## src/rtl/menu_pkg.sv

```systemverilog
// Shared types, colour table and sizing for the menu image buffer writer.
package menu_pkg;

  localparam int unsigned CELL_ROWS_MAX = 128;
  localparam int unsigned CELL_COLS_MAX = 128;
  localparam int unsigned CELL_W        = $clog2(CELL_ROWS_MAX);
  localparam int unsigned ADDR_W        = 2 * CELL_W;
  localparam int unsigned RGB_W         = 12;

  typedef enum logic [1:0] {
    SCR_MENU   = 2'd0,
    SCR_DONKEY = 2'd1,
    SCR_KONG   = 2'd2
  } screen_t;

  typedef enum logic [1:0] {
    ST_IDLE = 2'd0,
    ST_FILL = 2'd1,
    ST_DONE = 2'd2
  } state_t;

  localparam logic [RGB_W-1:0] MENU_BG       = 12'h000;
  localparam logic [RGB_W-1:0] MENU_BORDER   = 12'hFFF;
  localparam logic [RGB_W-1:0] MENU_BANNER   = 12'h00F;
  localparam logic [RGB_W-1:0] DONKEY_BG     = 12'hFFF;
  localparam logic [RGB_W-1:0] DONKEY_BORDER = 12'h000;
  localparam logic [RGB_W-1:0] DONKEY_BANNER = 12'h0F0;
  localparam logic [RGB_W-1:0] KONG_BG       = 12'hF0A;
  localparam logic [RGB_W-1:0] KONG_BORDER   = 12'h000;
  localparam logic [RGB_W-1:0] KONG_BANNER   = 12'hF00;

  // Unused select code 3 falls back to the start menu.
  function automatic screen_t sel_to_screen(input logic [1:0] sel);
    case (sel)
      2'd1:    return SCR_DONKEY;
      2'd2:    return SCR_KONG;
      default: return SCR_MENU;
    endcase
  endfunction

endpackage

```

## src/rtl/menu_buffer_writer_if.sv

```systemverilog
// Write-side valid/ready port of the dual-port menu RAM.
interface menu_buffer_writer_if;
  import menu_pkg::*;

  logic              wr_en;
  logic [ADDR_W-1:0] wr_addr;
  logic [RGB_W-1:0]  wr_data;
  logic              wr_ready;

  modport master (output wr_en, output wr_addr, output wr_data, input wr_ready);
  modport slave  (input wr_en, input wr_addr, input wr_data, output wr_ready);
endinterface

```

## src/rtl/menu_cell_color.sv

```systemverilog
// Combinational colour of one cell: border over banner over background.
module menu_cell_color
  import menu_pkg::*;
#(
  parameter int unsigned ROWS        = 96,
  parameter int unsigned COLS        = 128,
  parameter int unsigned BORDER_W    = 2,
  parameter int unsigned BANNER_TOP  = 40,
  parameter int unsigned BANNER_H    = 16,
  parameter int unsigned BANNER_LEFT = 32,
  parameter int unsigned BANNER_W    = 64
) (
  input  screen_t           scr,
  input  logic [CELL_W-1:0] row,
  input  logic [CELL_W-1:0] col,
  output logic [RGB_W-1:0]  rgb_c
);

  localparam logic [CELL_W-1:0] EDGE_W     = CELL_W'(BORDER_W);
  localparam logic [CELL_W-1:0] ROW_BOTTOM = CELL_W'(ROWS - BORDER_W);
  localparam logic [CELL_W-1:0] COL_RIGHT  = CELL_W'(COLS - BORDER_W);
  localparam logic [CELL_W-1:0] BAN_T      = CELL_W'(BANNER_TOP);
  localparam logic [CELL_W-1:0] BAN_B      = CELL_W'(BANNER_TOP + BANNER_H);
  localparam logic [CELL_W-1:0] BAN_L      = CELL_W'(BANNER_LEFT);
  localparam logic [CELL_W-1:0] BAN_R      = CELL_W'(BANNER_LEFT + BANNER_W);

  logic is_border;
  logic is_banner;

  always_comb begin
    is_border = (row < EDGE_W) || (row >= ROW_BOTTOM) ||
                (col < EDGE_W) || (col >= COL_RIGHT);
    is_banner = (row >= BAN_T) && (row < BAN_B) &&
                (col >= BAN_L) && (col < BAN_R);
  end

  always_comb begin
    rgb_c = MENU_BG;
    case (scr)
      SCR_DONKEY: rgb_c = is_border ? DONKEY_BORDER : (is_banner ? DONKEY_BANNER : DONKEY_BG);
      SCR_KONG:   rgb_c = is_border ? KONG_BORDER   : (is_banner ? KONG_BANNER   : KONG_BG);
      default:    rgb_c = is_border ? MENU_BORDER   : (is_banner ? MENU_BANNER   : MENU_BG);
    endcase
  end

endmodule

```

## src/rtl/menu_buffer_writer.sv

```systemverilog
// Writes one full menu/win screen into the menu RAM, one cell per accepted write,
// row-major with address {row, col}.
module menu_buffer_writer
  import menu_pkg::*;
#(
  parameter int unsigned ROWS        = 96,
  parameter int unsigned COLS        = 128,
  parameter int unsigned BORDER_W    = 2,
  parameter int unsigned BANNER_TOP  = 40,
  parameter int unsigned BANNER_H    = 16,
  parameter int unsigned BANNER_LEFT = 32,
  parameter int unsigned BANNER_W    = 64
) (
  input  logic                  clk,
  input  logic                  rst,
  input  logic                  draw_req,
  input  logic [1:0]            screen_sel,
  menu_buffer_writer_if.master  wr,
  output logic                  busy,
  output logic                  done
);

  localparam logic [CELL_W-1:0] LAST_ROW = CELL_W'(ROWS - 1);
  localparam logic [CELL_W-1:0] LAST_COL = CELL_W'(COLS - 1);

  state_t            state;
  screen_t           scr;
  logic [CELL_W-1:0] row;
  logic [CELL_W-1:0] col;
  logic              wr_en_q;
  logic [ADDR_W-1:0] wr_addr_q;
  logic [RGB_W-1:0]  wr_data_q;

  logic [CELL_W-1:0] next_row_c;
  logic [CELL_W-1:0] next_col_c;
  logic              last_cell_c;
  screen_t           color_scr_c;
  logic [CELL_W-1:0] color_row_c;
  logic [CELL_W-1:0] color_col_c;
  logic [RGB_W-1:0]  cell_rgb_c;

  // Next cell in scan order; in IDLE the colour lookup serves cell (0,0) of the requested screen.
  always_comb begin
    last_cell_c = (row == LAST_ROW) && (col == LAST_COL);
    next_col_c  = (col == LAST_COL) ? '0 : col + CELL_W'(1);
    next_row_c  = (col == LAST_COL) ? row + CELL_W'(1) : row;
    color_scr_c = scr;
    color_row_c = next_row_c;
    color_col_c = next_col_c;
    if (state == ST_IDLE) begin
      color_scr_c = sel_to_screen(screen_sel);
      color_row_c = '0;
      color_col_c = '0;
    end
  end

  menu_cell_color #(
    .ROWS       (ROWS),
    .COLS       (COLS),
    .BORDER_W   (BORDER_W),
    .BANNER_TOP (BANNER_TOP),
    .BANNER_H   (BANNER_H),
    .BANNER_LEFT(BANNER_LEFT),
    .BANNER_W   (BANNER_W)
  ) u_cell_color (
    .scr  (color_scr_c),
    .row  (color_row_c),
    .col  (color_col_c),
    .rgb_c(cell_rgb_c)
  );

  always_ff @(posedge clk) begin
    if (rst) begin
      state     <= ST_IDLE;
      scr       <= SCR_MENU;
      row       <= '0;
      col       <= '0;
      wr_en_q   <= 1'b0;
      wr_addr_q <= '0;
      wr_data_q <= '0;
      busy      <= 1'b0;
      done      <= 1'b0;
    end else begin
      case (state)
        ST_IDLE: begin
          done <= 1'b0;
          if (draw_req) begin
            state     <= ST_FILL;
            scr       <= sel_to_screen(screen_sel);
            row       <= '0;
            col       <= '0;
            wr_en_q   <= 1'b1;
            wr_addr_q <= '0;
            wr_data_q <= cell_rgb_c;
            busy      <= 1'b1;
          end
        end
        ST_FILL: begin
          // Outputs only advance on acceptance, so a stall freezes the presented cell.
          if (wr.wr_ready) begin
            if (last_cell_c) begin
              state   <= ST_DONE;
              wr_en_q <= 1'b0;
              done    <= 1'b1;
            end else begin
              row       <= next_row_c;
              col       <= next_col_c;
              wr_addr_q <= {next_row_c, next_col_c};
              wr_data_q <= cell_rgb_c;
            end
          end
        end
        ST_DONE: begin
          state <= ST_IDLE;
          done  <= 1'b0;
          busy  <= 1'b0;
        end
        default: begin
          state   <= ST_IDLE;
          wr_en_q <= 1'b0;
          busy    <= 1'b0;
          done    <= 1'b0;
        end
      endcase
    end
  end

  assign wr.wr_en   = wr_en_q;
  assign wr.wr_addr = wr_addr_q;
  assign wr.wr_data = wr_data_q;

endmodule
```

## src/flat_wrapper.sv

```systemverilog
// flat-port wrapper written by rule: the top's interface ports become plain ports
module menu_buffer_writer_flat import menu_pkg::*;
#(
  parameter int unsigned ROWS        = 96,
  parameter int unsigned COLS        = 128,
  parameter int unsigned BORDER_W    = 2,
  parameter int unsigned BANNER_TOP  = 40,
  parameter int unsigned BANNER_H    = 16,
  parameter int unsigned BANNER_LEFT = 32,
  parameter int unsigned BANNER_W    = 64
)
  (clk, rst, draw_req, screen_sel, busy, done, wr_wr_en, wr_wr_addr, wr_wr_data, wr_wr_ready);
  menu_buffer_writer_if wr_i ();
  input  logic clk;
  input  logic rst;
  input  logic draw_req;
  input  logic [1:0] screen_sel;
  output logic busy;
  output logic done;
  output wire logic [$bits(wr_i.wr_en)-1:0] wr_wr_en;
  output wire logic [$bits(wr_i.wr_addr)-1:0] wr_wr_addr;
  output wire logic [$bits(wr_i.wr_data)-1:0] wr_wr_data;
  input wire logic [$bits(wr_i.wr_ready)-1:0] wr_wr_ready;
  assign wr_wr_en = wr_i.wr_en;
  assign wr_wr_addr = wr_i.wr_addr;
  assign wr_wr_data = wr_i.wr_data;
  assign wr_i.wr_ready = wr_wr_ready;
  menu_buffer_writer #(.ROWS(ROWS), .COLS(COLS), .BORDER_W(BORDER_W), .BANNER_TOP(BANNER_TOP), .BANNER_H(BANNER_H), .BANNER_LEFT(BANNER_LEFT), .BANNER_W(BANNER_W)) u_core (.clk(clk), .rst(rst), .draw_req(draw_req), .screen_sel(screen_sel), .wr(wr_i), .busy(busy), .done(done));
endmodule
```

## config.mk

```make
export PLATFORM = sky130hd
export DESIGN_NAME = menu_buffer_writer_flat
export DESIGN_NICKNAME = d
export VERILOG_FILES = /design/src/rtl/menu_pkg.sv /design/src/rtl/menu_buffer_writer_if.sv /design/src/rtl/menu_cell_color.sv /design/src/rtl/menu_buffer_writer.sv /design/src/flat_wrapper.sv
export SDC_FILE = /design/constraint.sdc
export NUM_CORES = 1
export LEC_CHECK = 0
export ABC_AREA = 1
export BUFFER_PORTS_ARGS = -buffer_cell sky130_fd_sc_hd__buf_4
export CORE_UTILIZATION = 54
export DETAILED_ROUTE_END_ITERATION = 8
export PLACE_DENSITY_LB_ADDON = 0.1
export SLEW_MARGIN = 15
export SYNTH_ARGS = -nofsm -noshare
export SYNTH_HDL_FRONTEND = slang
export SYNTH_SLANG_ARGS = --single-unit
export TNS_END_PERCENT = 1
```

## constraint.sdc

```tcl
create_clock -name clk -period 2.05 [get_ports clk]
set_input_delay 0.1025 -clock clk [delete_from_list [all_inputs] [get_ports clk]]
set_output_delay 0.1025 -clock clk [all_outputs]
set_load 0.01 [all_outputs]
```

== Yosys cells after proc, flatten, opt, wreduce, memory -nomap -nowiden ==
Index checks and enable logic that the tools add are counted.
Cells by class
  reductions and logical operators: 16
  add/subtract/negate cells: 2
  bitwise gates (word level): 2
  eq/ne operators: 12
  $lt $le $gt $ge: 8
  muxes and demuxes: 37
Operator list (count)
  2-to-1 mux 12 bit: 7
  2-to-1 mux 7 bit: 9
  one-hot mux 12 bit (2 select lines): 2
  2-to-1 mux 14 bit: 3
  one-hot mux 14 bit (2 select lines): 1
  one-hot mux 7 bit (2 select lines): 2
  adder 7 x 1 -> 7 bit (second input constant): 2
  == test 7 bit (second input constant): 2
  greater-or-equal comparator 7 x 6 -> 1 bit (second input constant): 2
  greater-or-equal comparator 7 bit (second input constant): 2
  < comparator 7 x 2 -> 1 bit (second input constant): 2
  2-to-1 mux 2 bit: 4
  2-to-1 mux 4 bit: 2
  one-hot mux 2 bit (2 select lines): 2
  AND reduction 4 bit: 2
  < comparator 7 x 6 -> 1 bit (second input constant): 1
  < comparator 7 bit (second input constant): 1
  == test 2 x 1 -> 1 bit (second input constant): 3
  == test 2 bit (second input constant): 3
  != test 2 bit (second input constant): 3
  AND reduction 2 bit: 3
  logical AND 1 bit: 4
  logical OR 1 bit: 3
  2-to-1 mux 1 bit: 3
  8 further kinds: 9
Word-level totals
  logic and storage cells: 86
  output and inout bits: 29
  input bits: 6
  bits in registers: 47

== Logic depth before layout (Yosys ltp) ==
Gate-level depths: netlist (run 1).
  depth in word-level cells: 13
  depth in mapped cells: 17
  depth with buffers taken out: 17

== By module ==
From an unflattened synthesis (run 1), not the netlist that was laid out.
Unflattened totals
  cells, all modules: 302
  area, all modules: 1923.1 um^2
Modules (own cells, without submodules)
  menu_buffer_writer: instances 1, cells each 249, seq. area each 660.6 um^2, area an instance 1645.3 um^2
  menu_cell_color: instances 1, cells each 53, seq. area each 0.0 um^2, area an instance 277.8 um^2

== Worst setup path after synthesis (run 1) ==
OpenSTA, ideal clock, no wires.
  kind: flip-flop to flip-flop
  start: register u_core.wr.wr_addr[1] (netlist name)
  end: register u_core.wr_data_q[2] (netlist: u_core.wr.wr_data[2])
  setup time: 0.117 ns
  data required time: 1.933 ns
  clock period less this slack: 1.937 ns
  cell stages (with the launch flop): 18
  arrival time: 1.820 ns
  slack: 0.113 ns
  path buffers: 1
  cells stage by stage: dfxtp_1 > ha_1 > nand3_4 > inv_2 > nand2_2 > buf_6 > nand2_4 > nand2_2 > nand2_2 > inv_2 > nand2_2 > nor2_2 > nor2_4 > nand2_1 > nand2_2 > nand3_2 > nor2_1 > nor2_1
RTL lines
  end signal: assignment: line menu_buffer_writer.sv:94  | wr_data_q <= cell_rgb_c;
  end signal: assignment: line menu_buffer_writer.sv:109  | wr_data_q <= cell_rgb_c;
  end: declaration: line menu_buffer_writer.sv:32  | logic [RGB_W-1:0] wr_data_q;

==> qor.csv, run 1 <==
metric,value,unit
hold crit path type,in -> reg,
via/cell ratio,5.369,
worst hold slack,0.02418,ns
Routed WL,3834,um
crit end category,register,
remaining global-route overflow,0,
Slew Limit Fails,0,
synth warn,0,
ys async rst share,0,%
fin crit period,1.882,ns
drt first pass iters,6,
Startpoint Class,register,
kind of critical path,reg -> reg,
Post-CTS Hold Buffers,0,
share of cells above drive strength 1,30.22,%
Cells after Synth,242,
status,finished with violations,
Layout Skew,0.006169,ns
CTS sink count,25,
die span in y,57.45,um
initial core utilization,58.69,%
RSZ-0062 raised after global routing,false,
Synth area leaders,"dfxtp_1 (30%), nand2_1 (11%), inv_1 (7.0%), nor2_1 (7.0%), nand3_1 (5.1%)",
share of the synthesized area in the top cell type,30.14,%
clk_lat worst skew,0.32,ns
initial antenna violation count,0,
clock-pin slew on the worst setup and hold paths,0.14,ns
#FFs+latches synth,25,
Clock Tree Root,clkbuf_4,
final hold vios,0,
fin util,71.43,%
fmax,0.5313,GHz
setup TNS,0,ns
Slew @ Worst Pin,0.4251,ns
"Setup Fix Bufs, Post-CTS",0,
failing checks,DRC,
CTS Buf Count,3,
crit path max fanout,11,
pin count of the biggest net entering global routing,14,
CP max-delay cell,dfxtp_1,
maximum VDD drop,316.6,uV
Mapped Area,0.001660,mm2
CTS tree,done,
critical path required time,2.28,ns
H-tree Lvls,1,
Slew HR,71.55,%
worst path cell trace,nand2_1 > nor2_4 > nand2_8 > nand2_1 > nand2_2 > nand2_2 > inv_2 > nand2_2 > nor2_2 > nor2_4 > nand2_1 > nand2_2 > nand3_1 > nor2_1 > nor2_1,
gpl congestion,0.9210,
vias in the first global route,1472,
PD cells,653.2,mW/mm2
antenna cells,0,
CP peak stage delay,0.42,ns
CP most frequent cell,nand2_2,
Final ANT Viol Nets,0,
"Net Count, Synth",252,
FP Rows,19,
cell taking the most area after synthesis,dfxtp_1,
final setup fails,0,
maximum root-to-sink buffer count,2,
Port-buffer cells,34,
fin crit share,91.82,%
Avg Inst Size Synth,6.861,um2
register area share after synthesis,30.14,%
Filler cells,257,
routed wire length per instance,12.41,um
core area,0.002829,mm2
maxcap violations,0,
die area,0.003301,mm2
Layout area overhead,21.70,%
first-pass GRT wire length,6417,um
Post-synth EDFFs,0,
worst hold path cell count,2,
dpl hpwl,2991,um
via count,1659,
leak pwr,0.8921,nW
num ports,35,
Yosys cell types,35,
DRC,2,
"Power, Total",1.320,mW
total routing usage reported by global routing,24.56,%
Iter 0 DRT Violations,54,
width of the die,57.45,um
Final #Nets,289,
reg2reg path depth,15,
CP Data Arrival Time,2.11,ns
Post-synth top flop,dfxtp_1,
## cell type report
type	instances	area [um2]	share of cell area, %
Timing Repair Buffer	44	330.3	16.35
Tap cell	31	38.79	1.920
Multi-Input combinational cell	171	985.9	48.79
Clock buffer	4	26.28	1.300
Inverter	34	132.6	6.563
Sequential cell	25	506.7	25.08
## Yosys cell counts (3+ instances only)
master    instances
o22ai_1           4
o31ai_1           3
ha_1              4
a211oi_1          4
nand4_1           6
nor2_1           31
nand3_1          17
dfxtp_1          25
a21oi_1           8
nand2_2           8
o32ai_1           3
inv_1            31
o21ai_0          13
buf_4            10
nand3_2           3
nand2_1          47
## cells in the final DEF, fill, tap and decap left out, drive strengths merged, types with 2 or more instances in the layout
cell type,Yosys,layout
a211oi,4,4
a21oi,8,8
a31oi,2,2
and2,2,2
buf,11,44
clkbuf,1,4
dfxtp,25,25
ha,4,4
inv,34,34
nand2,57,57
nand3,21,21
nand4,6,6
nor2,35,35
o21ai,15,15
o22ai,4,4
o31ai,3,3
o32ai,3,3
xnor2,2,2
## cell families after synthesis
kind of cell	Yosys count	synth area share, %
AOI/OAI and AO/OA	40	14.62
xor gates and xnor gates	3	1.583
adders and majority gates	4	3.014
buffers and inverters	46	13.26
DFF	25	30.14
and+or+nand+nor	124	37.38
## critical path, delay by kind of cell, from the launching register on
kind,cells,cell delay [ns]
buffers and inverters,1,0.04
flip-flops,1,0.42
AND/OR/NAND/NOR,14,1.34
## per-layer routing
layer	wire, um	up-vias	global-route usage (%)
met5	0	-	0
met4	55	0	6.969
met3	186	7	3.175
met2	1845	43	41.20
met1	1748	752	33.01
li1	-	857	-
## sequential cells by signal, indices dropped and copies added (netlist names)
name,flops
u_core.done,1
u_core.wr.wr_addr,14
u_core.wr.wr_data,4
u_core.busy,1
u_core.scr,2
u_core.state,2
u_core.wr.wr_en,1
## what timing repair did
action	4_1_cts	5_1_grt
setup endpoints to repair	1	5
endpoints found under the hold margin	0	0
pin swaps	0	1
gates resized for setup	1	16
## stage by stage
stage | setup WS [ns] | cells | area [um2]
2_1_floorplan | 0.1130 | 242 | 1660
3_3_place_gp | 0.06721 | 305 | 1939
3_5_place_dp | 0.02347 | 305 | 1939
4_1_cts | 0.08256 | 309 | 1971
5_1_grt | 0.001263 | 309 | 2021
6_report | 0.1678 | 309 | 2021
## worst paths after layout
path | end | slack [ns] | start
worst min-delay path | u_core.wr.wr_en | 0.02 | rst
worst max-delay path | u_core.wr.wr_data[10] | 0.17 | u_core.wr.wr_addr[5]
worst min register to register | u_core.scr[1] | 0.46 | u_core.scr[1]
worst max register to register | u_core.wr.wr_data[10] | 0.17 | u_core.wr.wr_addr[5]
## report_power, final
group	internal (mW)	switching [mW]
Sequential	0.538	0.0404
Combinational	0.218	0.300
Clock	0.0762	0.148
No activity file was read; power rests on OpenSTA's default activity.
==> run 2: changes to the inputs <==
Settings changed: CORE_ASPECT_RATIO set to 1.25, CORE_UTILIZATION 54 to 50, PLACE_DENSITY set to 0.83, PLACE_DENSITY_LB_ADDON 0.1 to unset.
==> run 2 against run 1 <==
Net effect:
- the run now ends clean
- clock-buffer cell count stayed put
- worst hold slack better by 0.062 ns
- sequential power is 0.7% higher
- via count is 1.9% higher
- sequential cell count stayed put
- cell area is 0.68% higher
- power is 5.8% higher
- worst setup slack worse by 0.030 ns
- combinational power hardly changed
- global-route usage is 0.30 points lower
- clock skew is 0.0011 ns higher
- cell count is 2.3% higher
- highest routed layer unchanged
==> qor.csv, run 2 (same netlist as run 1, synthesis figures left out) <==
metric,value,unit
die span in y,66.43,um
fmax,0.5228,GHz
Final Non-Filler Cells,316,
hold crit path type,in -> reg,
first-pass GRT wire length,6320,um
final hold vios,0,
Final ANT Viol Nets,0,
dpl hpwl,2970,um
final setup fails,0,
Final #Nets,290,
drt first pass iters,5,
initial antenna violation count,0,
width of the die,53.54,um
gpl congestion,0.8746,
critical path required time,2.23,ns
core area,0.003194,mm2
Layout Skew,0.007290,ns
initial core utilization,51.98,%
antenna cells,0,
fin crit period,1.913,ns
fin crit share,93.30,%
post-route cell area,0.002034,mm2
routed wire length per instance,12.51,um
kind of critical path,reg -> reg,
PD cells,686.4,mW/mm2
maximum VDD drop,499.6,uV
die area,0.003556,mm2
crit end category,register,
CP peak stage delay,0.36,ns
met2 GRT Util,43.13,%
Slew Limit Fails,0,
CTS Buf Count,3,
worst hold path cell count,2,
via count,1691,
Clock Tree Root,clkbuf_8,
area of the multi-input gates,972.2,um2
RR Endpoint,u_core.wr.wr_data[3],
reg-to-reg startpoint,u_core.wr.wr_addr[6],
GR peak layer,met2,
remaining global-route overflow,0,
clk_lat worst skew,0.28,ns
reg2reg path depth,15,
Worst R2R Setup Slack,0.14,ns
maximum root-to-sink buffer count,2,
via/cell ratio,5.351,
CP max-delay cell,dfxtp_1,
worst path cell trace,inv_1 > nor2_1 > nand2_4 > nand2_1 > nand2_2 > nand2_2 > inv_2 > nand2_2 > nor2_2 > nor2_4 > nand2_1 > nand2_2 > nand3_2 > nor2_1 > nor2_1,
CP most frequent cell,nand2_2,
sequential cell area,503.0,um2
status,completed,
DRC,0,
CTS sink count,25,
max FFs per register,14,
crit path max fanout,11,
Filler cells,275,
DP Area,0.001954,mm2
CTS tree,done,
total routing usage reported by global routing,24.27,%
share of cells above drive strength 1,29.39,%
DP Cell Count,312,
met1 GRT Util,28.03,%
FP Rows,23,
vias in the first global route,1502,
Iter 0 DRT Violations,75,
CP Launch Point,u_core.wr.wr_addr[6],
clock-pin slew on the worst setup and hold paths,0.09,ns
pin count of the biggest net entering global routing,14,
leak pwr,0.9199,nW
maxcap violations,0,
num ports,35,
Slew HR,74.43,%
Slew @ Worst Pin,0.3821,ns
Layout area overhead,22.53,%
H-tree Lvls,1,
most frequent cells in the layout,"nand2_1 (45), buf_4 (45), inv_1 (31)",
Port-buffer cells,34,
worst setup path endpoint,u_core.wr.wr_data[3],
Startpoint Class,register,
CP Data Arrival Time,2.09,ns
Routed WL,3954,um
met3 usage,2.299,%
-- run 2: cell count changes in the layout (fill, tap and decap cells not counted), moves of 3 or more --
cell,delta
clkbuf_8,+3
dfxtp_2,-3
clkbuf_4,-3
dfxtp_1,+3
-- run 2: critical path: cells and delay by family, from the launching register on --
family | cells | cell delay [ns]
buffers and inverters | 2 | 0.14
flip-flops | 1 | 0.36
AND/OR/NAND/NOR | 13 | 1.32
-- run 2: layout make-up --
class | count | share of cell area [%]
multi-input combinational | 171 | 47.79
sequential | 25 | 24.72
timing repair buffer | 45 | 16.61
inverter | 34 | 6.396
tap | 37 | 2.276
clock buffer | 4 | 2.214
-- run 2: power by group --
group          internal (mW)  leakage, nW  switching (mW)  total (mW)
Clock                  0.139       0.0228           0.160       0.299
Combinational          0.218        0.692           0.297       0.515
Sequential             0.537        0.205          0.0454       0.582
-- run 2: per-layer routing --
metal  part of all wire [%]  vias up  routed length [um]
li1                       -      862                   -
met1                     41      767                1638
met2                     52       57                2053
met3                    5.2        5                 205
met4                    1.5        0                  58
met5                      0        -                   0
-- run 2: worst min-delay path by stage --
stage / slack, ns / endpoint / from
finish: 0.09 / u_core.state[0] / rst
global route: 0.09 / u_core.busy / rst
CTS: 0.07 / u_core.state[0] / rst
detailed placement: 0.37 / u_core.state[0] / rst
global placement: 0.37 / u_core.wr.wr_en / rst
floorplan: 0.25 / u_core.done / wr_wr_ready
-- run 2: what timing repair did --
action / 4_1_cts / 5_1_grt
setup endpoints to repair: 5 / 12
setup buffers: 0 / 0
resized for setup: 1 / 10
hold buffers: 0 / 0
endpoints found under the hold margin: 0 / 0
pin swaps: 0 / 1
-- run 2: stage by stage --
step	power, mW	hold slack (ns)	TNS, ns	worst slack, ns	util [%]
after floorplan	0.9399	0.2542	0	0.1130	-
after global placement	1.082	0.3670	0	0.09087	61.18
after detailed placement	1.090	0.3660	-0.001728	-0.0009510	61.18
after CTS	1.388	0.07206	0	0.02181	62.75
after global routing	1.476	0.08924	-0.01180	-0.01180	63.69
final	1.396	0.08649	0	0.1373	63.69
==> run 3: changes to the inputs <==
Settings changed: PLACE_DENSITY 0.83 to 0.82, SYNTH_HIERARCHICAL set to 1.
==> run 3 against run 2 <==
Net effect:
- the flow now finishes with violations (DRC, setup timing)
- critical path depth up 1
- maximum frequency decreased by 15%
- sequential share of layout area is 0.65 points higher
- sequential cell count is 8 higher
- largest power group unchanged
- combinational power fell by 8.5%
- largest cell class unchanged
- clock-buffer cell count grew 2
==> qor.csv, run 3 <==
metric,value,unit
status,finished with violations,
failing checks,"DRC, setup timing",
via count,2114,
hold path startpoint,screen_sel[1],
Port-buffer cells,34,
setup TNS,-1.130,ns
RR Endpoint,u_core/wr.wr_data[1],
initial antenna violation count,0,
dpl hpwl,3226,um
Startpoint Class,register,
Avg Inst Size Synth,6.390,um2
Final ANT Viol Nets,0,
die span in y,71.11,um
synth warn,6,
Cells after Synth,299,
num ports,35,
Slew HR,71.88,%
vias in the first global route,1859,
DP Area,0.002297,mm2
crit path max fanout,7,
"most common cell after layout, fill and taps aside",nand2_1,
routed wire length per instance,13.04,um
maxcap violations,0,
CP Launch Point,u_core/col[0],
Layout area overhead,37.59,%
worst path cell trace,ha_4 > nand3_4 > nor2_4 > buf_6 > nor3b_4 > inv_1 > nor2_2 > nor2_1 > nand3b_1 > nand2_1 > nand2_1 > nand2_4 > o21ai_2 > nand2_1 > o21ai_1 > nor2_1,
antenna cells,0,
FP Rows,24,
core area,0.003573,mm2
Layout Skew,0.006189,ns
CP peak stage delay,0.36,ns
DRC,2,
fin crit share,109.2,%
clock-pin slew on the worst setup and hold paths,0.07,ns
initial core utilization,53.47,%
width of the die,57.29,um
drt first pass iters,6,
worst hold slack,0.1008,ns
pin count of the biggest net entering global routing,17,
critical path required time,2.23,ns
CP most frequent cell,nand2_1,
CTS Buf Count,5,
Final #Nets,362,
PD cells,643.4,mW/mm2
first-pass GRT wire length,7596,um
clk_lat worst skew,0.29,ns
fin crit period,2.238,ns
RSZ-0062 raised after global routing,true,
most frequent cells in the layout,"nand2_1 (76), buf_4 (53), nor2_1 (38)",
share of cells above drive strength 1,35.13,%
die area,0.004074,mm2
fmax,0.4468,GHz
Slew @ Worst Pin,0.4213,ns
max FFs per register,12,
gpl congestion,0.8336,
final hold vios,0,
kind of critical path,reg -> reg,
fin util,73.56,%
H-tree Lvls,2,
Mapped Area,0.001911,mm2
Routed WL,5112,um
Clock Tree Root,clkbuf_8,
reg2reg path depth,16,
total routing usage reported by global routing,23.75,%
Slew Limit Fails,0,
crit end category,register,
final worst slack,-0.1883,ns
CTS sink count,33,
via/cell ratio,5.393,
Worst R2R Setup Slack,-0.19,ns
final setup fails,12,
reg-to-reg startpoint,u_core/col[0],
leak pwr,1.228,nW
"Net Count, Synth",309,
remaining global-route overflow,0,
hold crit path type,in -> reg,
maximum VDD drop,498.9,uV
Iter 0 DRT Violations,129,
CP Data Arrival Time,2.42,ns
CP max-delay cell,dfxtp_4,
Hold EP,u_core/scr[0],
worst hold path cell count,4,
post-route cell area,0.002629,mm2
CTS tree,done,
maximum root-to-sink buffer count,2,
[run 3: how the worst max path moves through the flow]
stage                                  to  slack, ns  cells after the start
floorplan           u_core/wr.wr_data[10]      0.004                     18
detailed placement   u_core/wr.wr_data[0]       -0.1                     14
global route         u_core/wr.wr_data[1]      -0.27                     16
CTS                  u_core/wr.wr_data[0]     -0.005                     17
global placement     u_core/wr.wr_data[1]      0.002                     14
finish               u_core/wr.wr_data[1]      -0.19                     16
[run 3: worst max-delay path: cells and delay by family, from the launching register on]
kind,cells,cell delay [ns]
flops,1,0.36
simple gates,11,1.04
fa+ha+maj,1,0.17
buf+inv,2,0.24
compound gates,2,0.31
[run 3: cell type report]
cell class,instances,area (um2)
sequential,33,666.9
timing repair buffer,59,473.0
inverter,34,135.1
multi-input combinational,219,1222
clock buffer,6,72.57
clock inverter,2,10.01
tap,39,48.80
fill,289,944.7
[run 3: where the power goes]
group,internal [mW],total [mW],switching [mW]
Combinational,0.199,0.471,0.271
Sequential,0.707,0.748,0.0406
Clock,0.235,0.473,0.238
Total,1.14,1.69,0.550
[run 3: layer usage]
metal	up-vias	routed length (um)	share of wire, %	GRT usage (%)
li1	1037	-	-	-
met1	984	1948	38	25.40
met2	81	2784	54	44.58
met3	12	288	5.6	4.388
met4	0	91	1.8	10.30
met5	-	0	0	0
[run 3: timing repair]
item / in CTS / in global routing
pin swaps: 12 / 29
setup endpoints to repair: 12 / 12
endpoints found under the hold margin: 1 / 0
hold buffers: 1 / 0
gates resized for setup: 18 / 42
buffers inserted: 3 / 4
[run 3: per-stage QoR]
| stage | std cells | worst slack (ns) | power (mW) |
|---|---|---|---|
| final | 392 | -0.1883 | 1.691 |
| after global routing | 392 | -0.2665 | 1.778 |
| after CTS | 388 | -0.004727 | 1.668 |
| after detailed placement | 376 | -0.09577 | 1.189 |
| after global placement | 376 | 0.001800 | 1.175 |
| after floorplan | 299 | 0.004316 | 1.053 |
